--- src/rtl/demux_32bit_1to2_pipe_if.sv ---
// Bundle of the upstream port, both downstream channels and the transfer counters.
// The design plugs into the slave side, the driving environment into the master side.
interface demux_32bit_1to2_pipe_if #(
  parameter int WIDTH     = 32,
  parameter int CNT_WIDTH = 16
);
  logic [WIDTH-1:0]     inData;
  logic                 inSel;
  logic                 inValid;
  logic                 inReady;
  logic [WIDTH-1:0]     outA;
  logic                 outAValid;
  logic                 outAReady;
  logic [WIDTH-1:0]     outB;
  logic                 outBValid;
  logic                 outBReady;
  logic [CNT_WIDTH-1:0] countA;
  logic [CNT_WIDTH-1:0] countB;

  modport slave (
    input  inData, inSel, inValid, outAReady, outBReady,
    output inReady, outA, outAValid, outB, outBValid, countA, countB
  );

  modport master (
    output inData, inSel, inValid, outAReady, outBReady,
    input  inReady, outA, outAValid, outB, outBValid, countA, countB
  );
endinterface

--- src/rtl/demux_32bit_1to2_pipe.sv ---
// 1:2 registered demux with a main + skid register per channel and per-channel
// transfer counters. inSel=1 steers to channel A (lane 0), inSel=0 to channel B (lane 1).
module demux_32bit_1to2_pipe_ch #(
  parameter int WIDTH     = 32,
  parameter int CNT_WIDTH = 16
) (
  input  logic                 Clk,
  input  logic                 Reset,
  input  logic                 i_push,
  input  logic [WIDTH-1:0]     i_data,
  input  logic                 i_rdy,
  output logic [WIDTH-1:0]     o_data,
  output logic                 o_vld,
  output logic                 o_skid_full,
  output logic [CNT_WIDTH-1:0] o_cnt
);
  logic [WIDTH-1:0]     r_main, r_skid;
  logic                 r_vld, r_skid_full;
  logic [CNT_WIDTH-1:0] r_cnt;
  logic                 w_xfer;

  assign w_xfer = r_vld & i_rdy;

  always_ff @(posedge Clk) begin
    if (Reset) begin
      r_main      <= '0;
      r_skid      <= '0;
      r_vld       <= 1'b0;
      r_skid_full <= 1'b0;
      r_cnt       <= '0;
    end else begin
      if (w_xfer) r_cnt <= r_cnt + CNT_WIDTH'(1);
      if (w_xfer) begin
        // Draining: skid refills main with no bubble, otherwise a new word goes straight to main.
        if (r_skid_full) begin
          r_main      <= r_skid;
          r_skid_full <= i_push;
          if (i_push) r_skid <= i_data;
        end else if (i_push) begin
          r_main <= i_data;
        end else begin
          r_vld <= 1'b0;
        end
      end else if (i_push) begin
        if (!r_vld) begin
          r_main <= i_data;
          r_vld  <= 1'b1;
        end else begin
          r_skid      <= i_data;
          r_skid_full <= 1'b1;
        end
      end
    end
  end

  assign o_data      = r_main;
  assign o_vld       = r_vld;
  assign o_skid_full = r_skid_full;
  assign o_cnt       = r_cnt;
endmodule

module demux_32bit_1to2_pipe #(
  parameter int WIDTH     = 32,
  parameter int CNT_WIDTH = 16
) (
  input  logic                       Clk,
  input  logic                       Reset,
  demux_32bit_1to2_pipe_if.slave     bus
);
  localparam int NUM_LANES = 2;

  logic [NUM_LANES-1:0]                w_push, w_rdy, w_vld, w_skid_full;
  logic [NUM_LANES-1:0][WIDTH-1:0]     w_dout;
  logic [NUM_LANES-1:0][CNT_WIDTH-1:0] w_cnt;
  logic                                w_in_ready, w_acc;

  // Only skid flags feed inReady, so it never depends combinationally on the output readies.
  assign w_in_ready = ~|w_skid_full;
  assign w_acc      = bus.inValid & w_in_ready;
  assign w_push[0]  = w_acc &  bus.inSel;
  assign w_push[1]  = w_acc & ~bus.inSel;
  assign w_rdy[0]   = bus.outAReady;
  assign w_rdy[1]   = bus.outBReady;

  for (genvar g = 0; g < NUM_LANES; g++) begin : g_lane
    demux_32bit_1to2_pipe_ch #(.WIDTH(WIDTH), .CNT_WIDTH(CNT_WIDTH)) u_ch (
      .Clk         (Clk),
      .Reset       (Reset),
      .i_push      (w_push[g]),
      .i_data      (bus.inData),
      .i_rdy       (w_rdy[g]),
      .o_data      (w_dout[g]),
      .o_vld       (w_vld[g]),
      .o_skid_full (w_skid_full[g]),
      .o_cnt       (w_cnt[g])
    );
  end

  assign bus.inReady   = w_in_ready;
  assign bus.outA      = w_dout[0];
  assign bus.outAValid = w_vld[0];
  assign bus.countA    = w_cnt[0];
  assign bus.outB      = w_dout[1];
  assign bus.outBValid = w_vld[1];
  assign bus.countB    = w_cnt[1];
endmodule
--- src/flat_wrapper.sv ---
// flat-port wrapper written by rule: the top's interface ports become plain ports
module demux_32bit_1to2_pipe_flat 
#(
  parameter int WIDTH     = 32,
  parameter int CNT_WIDTH = 16
)
  (Clk, Reset, bus_inData, bus_inSel, bus_inValid, bus_outAReady, bus_outBReady, bus_inReady, bus_outA, bus_outAValid, bus_outB, bus_outBValid, bus_countA, bus_countB);
  demux_32bit_1to2_pipe_if #(.WIDTH(WIDTH), .CNT_WIDTH(CNT_WIDTH)) bus_i ();
  input  logic Clk;
  input  logic Reset;
  input wire logic [$bits(bus_i.inData)-1:0] bus_inData;
  input wire logic [$bits(bus_i.inSel)-1:0] bus_inSel;
  input wire logic [$bits(bus_i.inValid)-1:0] bus_inValid;
  input wire logic [$bits(bus_i.outAReady)-1:0] bus_outAReady;
  input wire logic [$bits(bus_i.outBReady)-1:0] bus_outBReady;
  output wire logic [$bits(bus_i.inReady)-1:0] bus_inReady;
  output wire logic [$bits(bus_i.outA)-1:0] bus_outA;
  output wire logic [$bits(bus_i.outAValid)-1:0] bus_outAValid;
  output wire logic [$bits(bus_i.outB)-1:0] bus_outB;
  output wire logic [$bits(bus_i.outBValid)-1:0] bus_outBValid;
  output wire logic [$bits(bus_i.countA)-1:0] bus_countA;
  output wire logic [$bits(bus_i.countB)-1:0] bus_countB;
  assign bus_i.inData = bus_inData;
  assign bus_i.inSel = bus_inSel;
  assign bus_i.inValid = bus_inValid;
  assign bus_i.outAReady = bus_outAReady;
  assign bus_i.outBReady = bus_outBReady;
  assign bus_inReady = bus_i.inReady;
  assign bus_outA = bus_i.outA;
  assign bus_outAValid = bus_i.outAValid;
  assign bus_outB = bus_i.outB;
  assign bus_outBValid = bus_i.outBValid;
  assign bus_countA = bus_i.countA;
  assign bus_countB = bus_i.countB;
  demux_32bit_1to2_pipe #(.WIDTH(WIDTH), .CNT_WIDTH(CNT_WIDTH)) u_core (.Clk(Clk), .Reset(Reset), .bus(bus_i));
endmodule
--- config.mk ---
export PLATFORM = sky130hd
export DESIGN_NAME = demux_32bit_1to2_pipe_flat
export DESIGN_NICKNAME = d
export VERILOG_FILES = /design/src/rtl/demux_32bit_1to2_pipe_if.sv /design/src/rtl/demux_32bit_1to2_pipe.sv /design/src/flat_wrapper.sv
export SDC_FILE = /design/constraint.sdc
export NUM_CORES = 1
export LEC_CHECK = 0
export ABC_CLOCK_PERIOD_IN_PS = 2100
export CAP_MARGIN = 20
export CORE_MARGIN = 3
export CORE_UTILIZATION = 41
export CTS_BUF_LIST = sky130_fd_sc_hd__clkbuf_4 sky130_fd_sc_hd__clkbuf_8 sky130_fd_sc_hd__clkbuf_16
export CTS_CLUSTER_SIZE = 25
export DETAILED_ROUTE_END_ITERATION = 12
export PLACE_DENSITY = 0.77
export SYNTH_ARGS = -nofsm -noshare
export SYNTH_HDL_FRONTEND = slang
export SYNTH_SLANG_ARGS = --single-unit
--- constraint.sdc ---
create_clock -name Clk -period 2.1 [get_ports Clk]
set_input_delay 0.42 -clock Clk [delete_from_list [all_inputs] [get_ports Clk]]
set_output_delay 0.42 -clock Clk [all_outputs]
set_load 0.005 [all_outputs]
==> key figures <==
Status
  • Status: complete, no violations

Place
  • DP HPWL: 10630 um
  • Placer Congestion: 0.7919
  • IO buf count: 136
  • Cells after DPL: 1085

STA
  • Relative slew slack: 72.01%
  • Minimum clock period: 1.955 ns
  • Fin. max-slew vios: 0
  • Total negative setup slack: 0 ns
  • FMAX: 511.6 MHz
  • Final setup vio count: 0
  • Final Cycle Share: 93.09%
  • Fin Clk Skew: 0.008704 ns
  • Worst-margin pin slew: 0.4140 ns
  • Final hold violation count: 0
  • RSZ-0062 raised after global routing: false

Synthesis
  • Most common flop cell mapped by yosys: dfxtp_1
  • Synth area leaders: dfxtp_1, mux2i_1, nand2_1
  • Syn_nets: 803
  • Yosys warns: 0
  • Post-Synthesis Cell Area: 6765 um2
  • Yosys top cell by area: dfxtp_1
  • Distinct cells, synth: 31
  • Seq/Total Area, Yosys: 48.53%
  • Flops & latches, synth: ~160
  • Synth top area share: 48.53%
  • Syn avg cell area: slightly below 9 um2
  • FFs w/ async S/R, synth: 0%
  • Synthesized instance count: between 700 and 800
  • Number of synthesized flops with an enable pin: 0

Floorplan
  • Initial Util: 42.28%
  • Chip Height: 134.5 um
  • I/O pins: 137
  • Num rows: between 40 and 50
  • Placeable Area: 16000 um2
  • Die area: 18080 um2
  • Die Span X: about 130 um

Routing
  • WL/cell: approximately 14 um
  • DR iter-0 viols: 301
  • Drt first pass iters: 6
  • Number of vias per cell: about 5.0
  • Drc violations: 0
  • Post-Route WL: 16100 um
  • Routed Antenna Nets: 0
  • Via count: around 5.6k

Finish
  • Nets@finish: 928
  • Filler instances: 1461
  • Layout cells sized above 1: 10.65%
  • Commonest non-fill, non-tap cells in the layout: dfxtp_1, nand2_1, clkdlybuf4s50_1, nor2_1, a21oi_1
  • Commonest non-fill, non-tap cell in the layout: dfxtp_1
  • Post-route insts no fill: ~1.1k
  • N_diodes: 0
  • Area grow syn2layout: 34.40%

Flow run
  • Max-cap check violation count: 0

Global route
  • GRT met2 Usage: 30.17%
  • Remaining global-route overflow: 0
  • Vias in the first global route: 5390
  • Met1 global-route usage: around 23%
  • Initial antenna violation count: 0
  • M3 GR Usage: 4.396%
  • GR peak layer: met2
  • First-pass GRT wire length: 26540 um
  • All-Layer GR Usage: a little under a fifth
  • Largest net degree at the start of global routing: 66

Setup path
  • Max stage delay on crit path: 0.58 ns
  • Worst r2r path cells: 7
  • Crit start category: flop
  • Crit. End Element: output port
  • Worst path required time: roughly 1.7 ns
  • CP bufs+invs: 1
  • Slowest CP cell: clkdlybuf4s50_1
  • Reg2Reg Setup Slack: 0.31 ns
  • Setup crit end: bus_outBValid
  • CP startpoint: u_core.g_lane[1].u_ch.o_vld
  • CP Max Fanout: 11
  • Family with the most delay on the worst path: buffers and inverters
  • Crit Path Category: flop to output port
  • CP Depth: 1
  • Crit-path cells: clkdlybuf4s50_1
  • Reg-to-reg critical path endpoint: u_core.g_lane[1].u_ch.r_skid[9]
  • Crit path DAT: 1.53 ns
  • Reg-to-Reg Start: u_core.g_lane[1].u_ch.o_skid_full

Clock tree
  • Clock buffer depth: 2
  • Later-pin clock latency in the skew report: 0.42 ns
  • Inserted Clock Buffers: 17
  • Htree depth: 4
  • Post-CTS Setup Inserts: 0
  • Clock root buffer: clkbuf_16
  • Clk sinks: 164
  • # hold bufs at CTS: 0
  • # resized after CTS: 0
  • Worst-path clk slew: 0.06 ns
  • CTS tree: done

Power and ir drop
  • Worst VDD drop: 504.1 uV
  • Pwr Density: 795.0 nW/um2
  • Leak: 3.455 nW

Min path
  • Min-Delay Path Class: input port to flop
[how the worst min path moves through the flow]
stage	from	endpoint	slack, ns	depth (start not counted)
2_1_floorplan	u_core.g_lane[0].u_ch.r_skid[0]	u_core.g_lane[0].u_ch.r_skid[0]	0.44	2
3_3_place_gp	u_core.g_lane[1].u_ch.r_skid[9]	u_core.g_lane[1].u_ch.r_skid[9]	0.44	2
3_5_place_dp	u_core.g_lane[0].u_ch.r_skid[14]	u_core.g_lane[0].u_ch.r_skid[14]	0.45	2
4_1_cts	Reset	u_core.g_lane[0].u_ch.o_cnt[12]	0.34	2
5_1_grt	Reset	u_core.g_lane[1].u_ch.o_cnt[12]	0.35	2
6_report	Reset	u_core.g_lane[0].u_ch.o_cnt[14]	0.34	2
[flip-flops by register name, indices dropped and copies added, names as in the netlist]
name	flops
u_core.g_lane.u_ch.o_skid_full	2
u_core.g_lane.u_ch.r_skid	64
u_core.g_lane.u_ch.o_data	64
u_core.g_lane.u_ch.o_vld	2
u_core.g_lane.u_ch.o_cnt	32
[power breakdown]
part | total (mW) | internal (mW) | leakage [nW] | switching (mW)
sequential | 3.29 | 3.22 | 1.33 | 0.0684
clock | 3.23 | 1.95 | 0.298 | 1.28
combinational | 0.705 | 0.375 | 1.82 | 0.330
[layer usage]
layer  vias to the layer above  part of all wire [%]
met5                         -                     0
li1                       2885                     -
met1                      2564                    46
met4                         0                   1.3
met2                       118                    48
met3                        18                   4.8
[kinds of logic after synthesis]
logic type / synth area share (%)
and+or+nand+nor: 17.88
DFF: 48.53
AOI/OAI and AO/OA: 16.39
buffers and inverters: 4.513
muxes: 9.469
xor gates and xnor gates: 2.848
adders and majority gates: 0.3698
[cells in the mapped netlist, types with 3 or more instances]
cell type	n
a211oi_2	28
buf_4	3
clkbuf_1	36
xnor2_1	20
nor2_1	92
or3_1	6
dfxtp_1	164
nor4_1	10
a211oi_1	38
nor3_1	8
nand4_1	8
buf_6	3
buf_2	16
inv_1	9
a21oi_1	78
nand3_1	12
nand2_1	142
o21ai_0	8
mux2i_1	64
[final cells by class]
cell class              count  area [um2]  area share (%)
clock inverters            13       172.7           1.899
well taps                 216       270.3           2.972
multi-input cells         532        3194           35.13
flip-flops and latches    164        3283           36.11
clock buffers              19       452.9           4.981
repair buffers            164        1685           18.54
inverters                   9       33.78          0.3715
[metrics by stage]
| step | setup slack, ns | hold slack, ns | total power [mW] | cell area, um2 | util (%) |
|---|---|---|---|---|---|
| 2_1_floorplan | 0.3882 | 0.4357 | 3.686 | 6765 | - |
| 3_3_place_gp | -0.1482 | 0.4404 | 4.060 | 8467 | 52.92 |
| 3_5_place_dp | -0.1933 | 0.4460 | 4.074 | 8467 | 52.92 |
| 4_1_cts | 0.1098 | 0.3418 | 7.310 | 9092 | 56.83 |
| 5_1_grt | 0.05780 | 0.3513 | 7.509 | 9092 | 56.83 |
| 6_report | 0.1452 | 0.3439 | 7.228 | 9092 | 56.83 |
(Power assumes the default switching activity.)
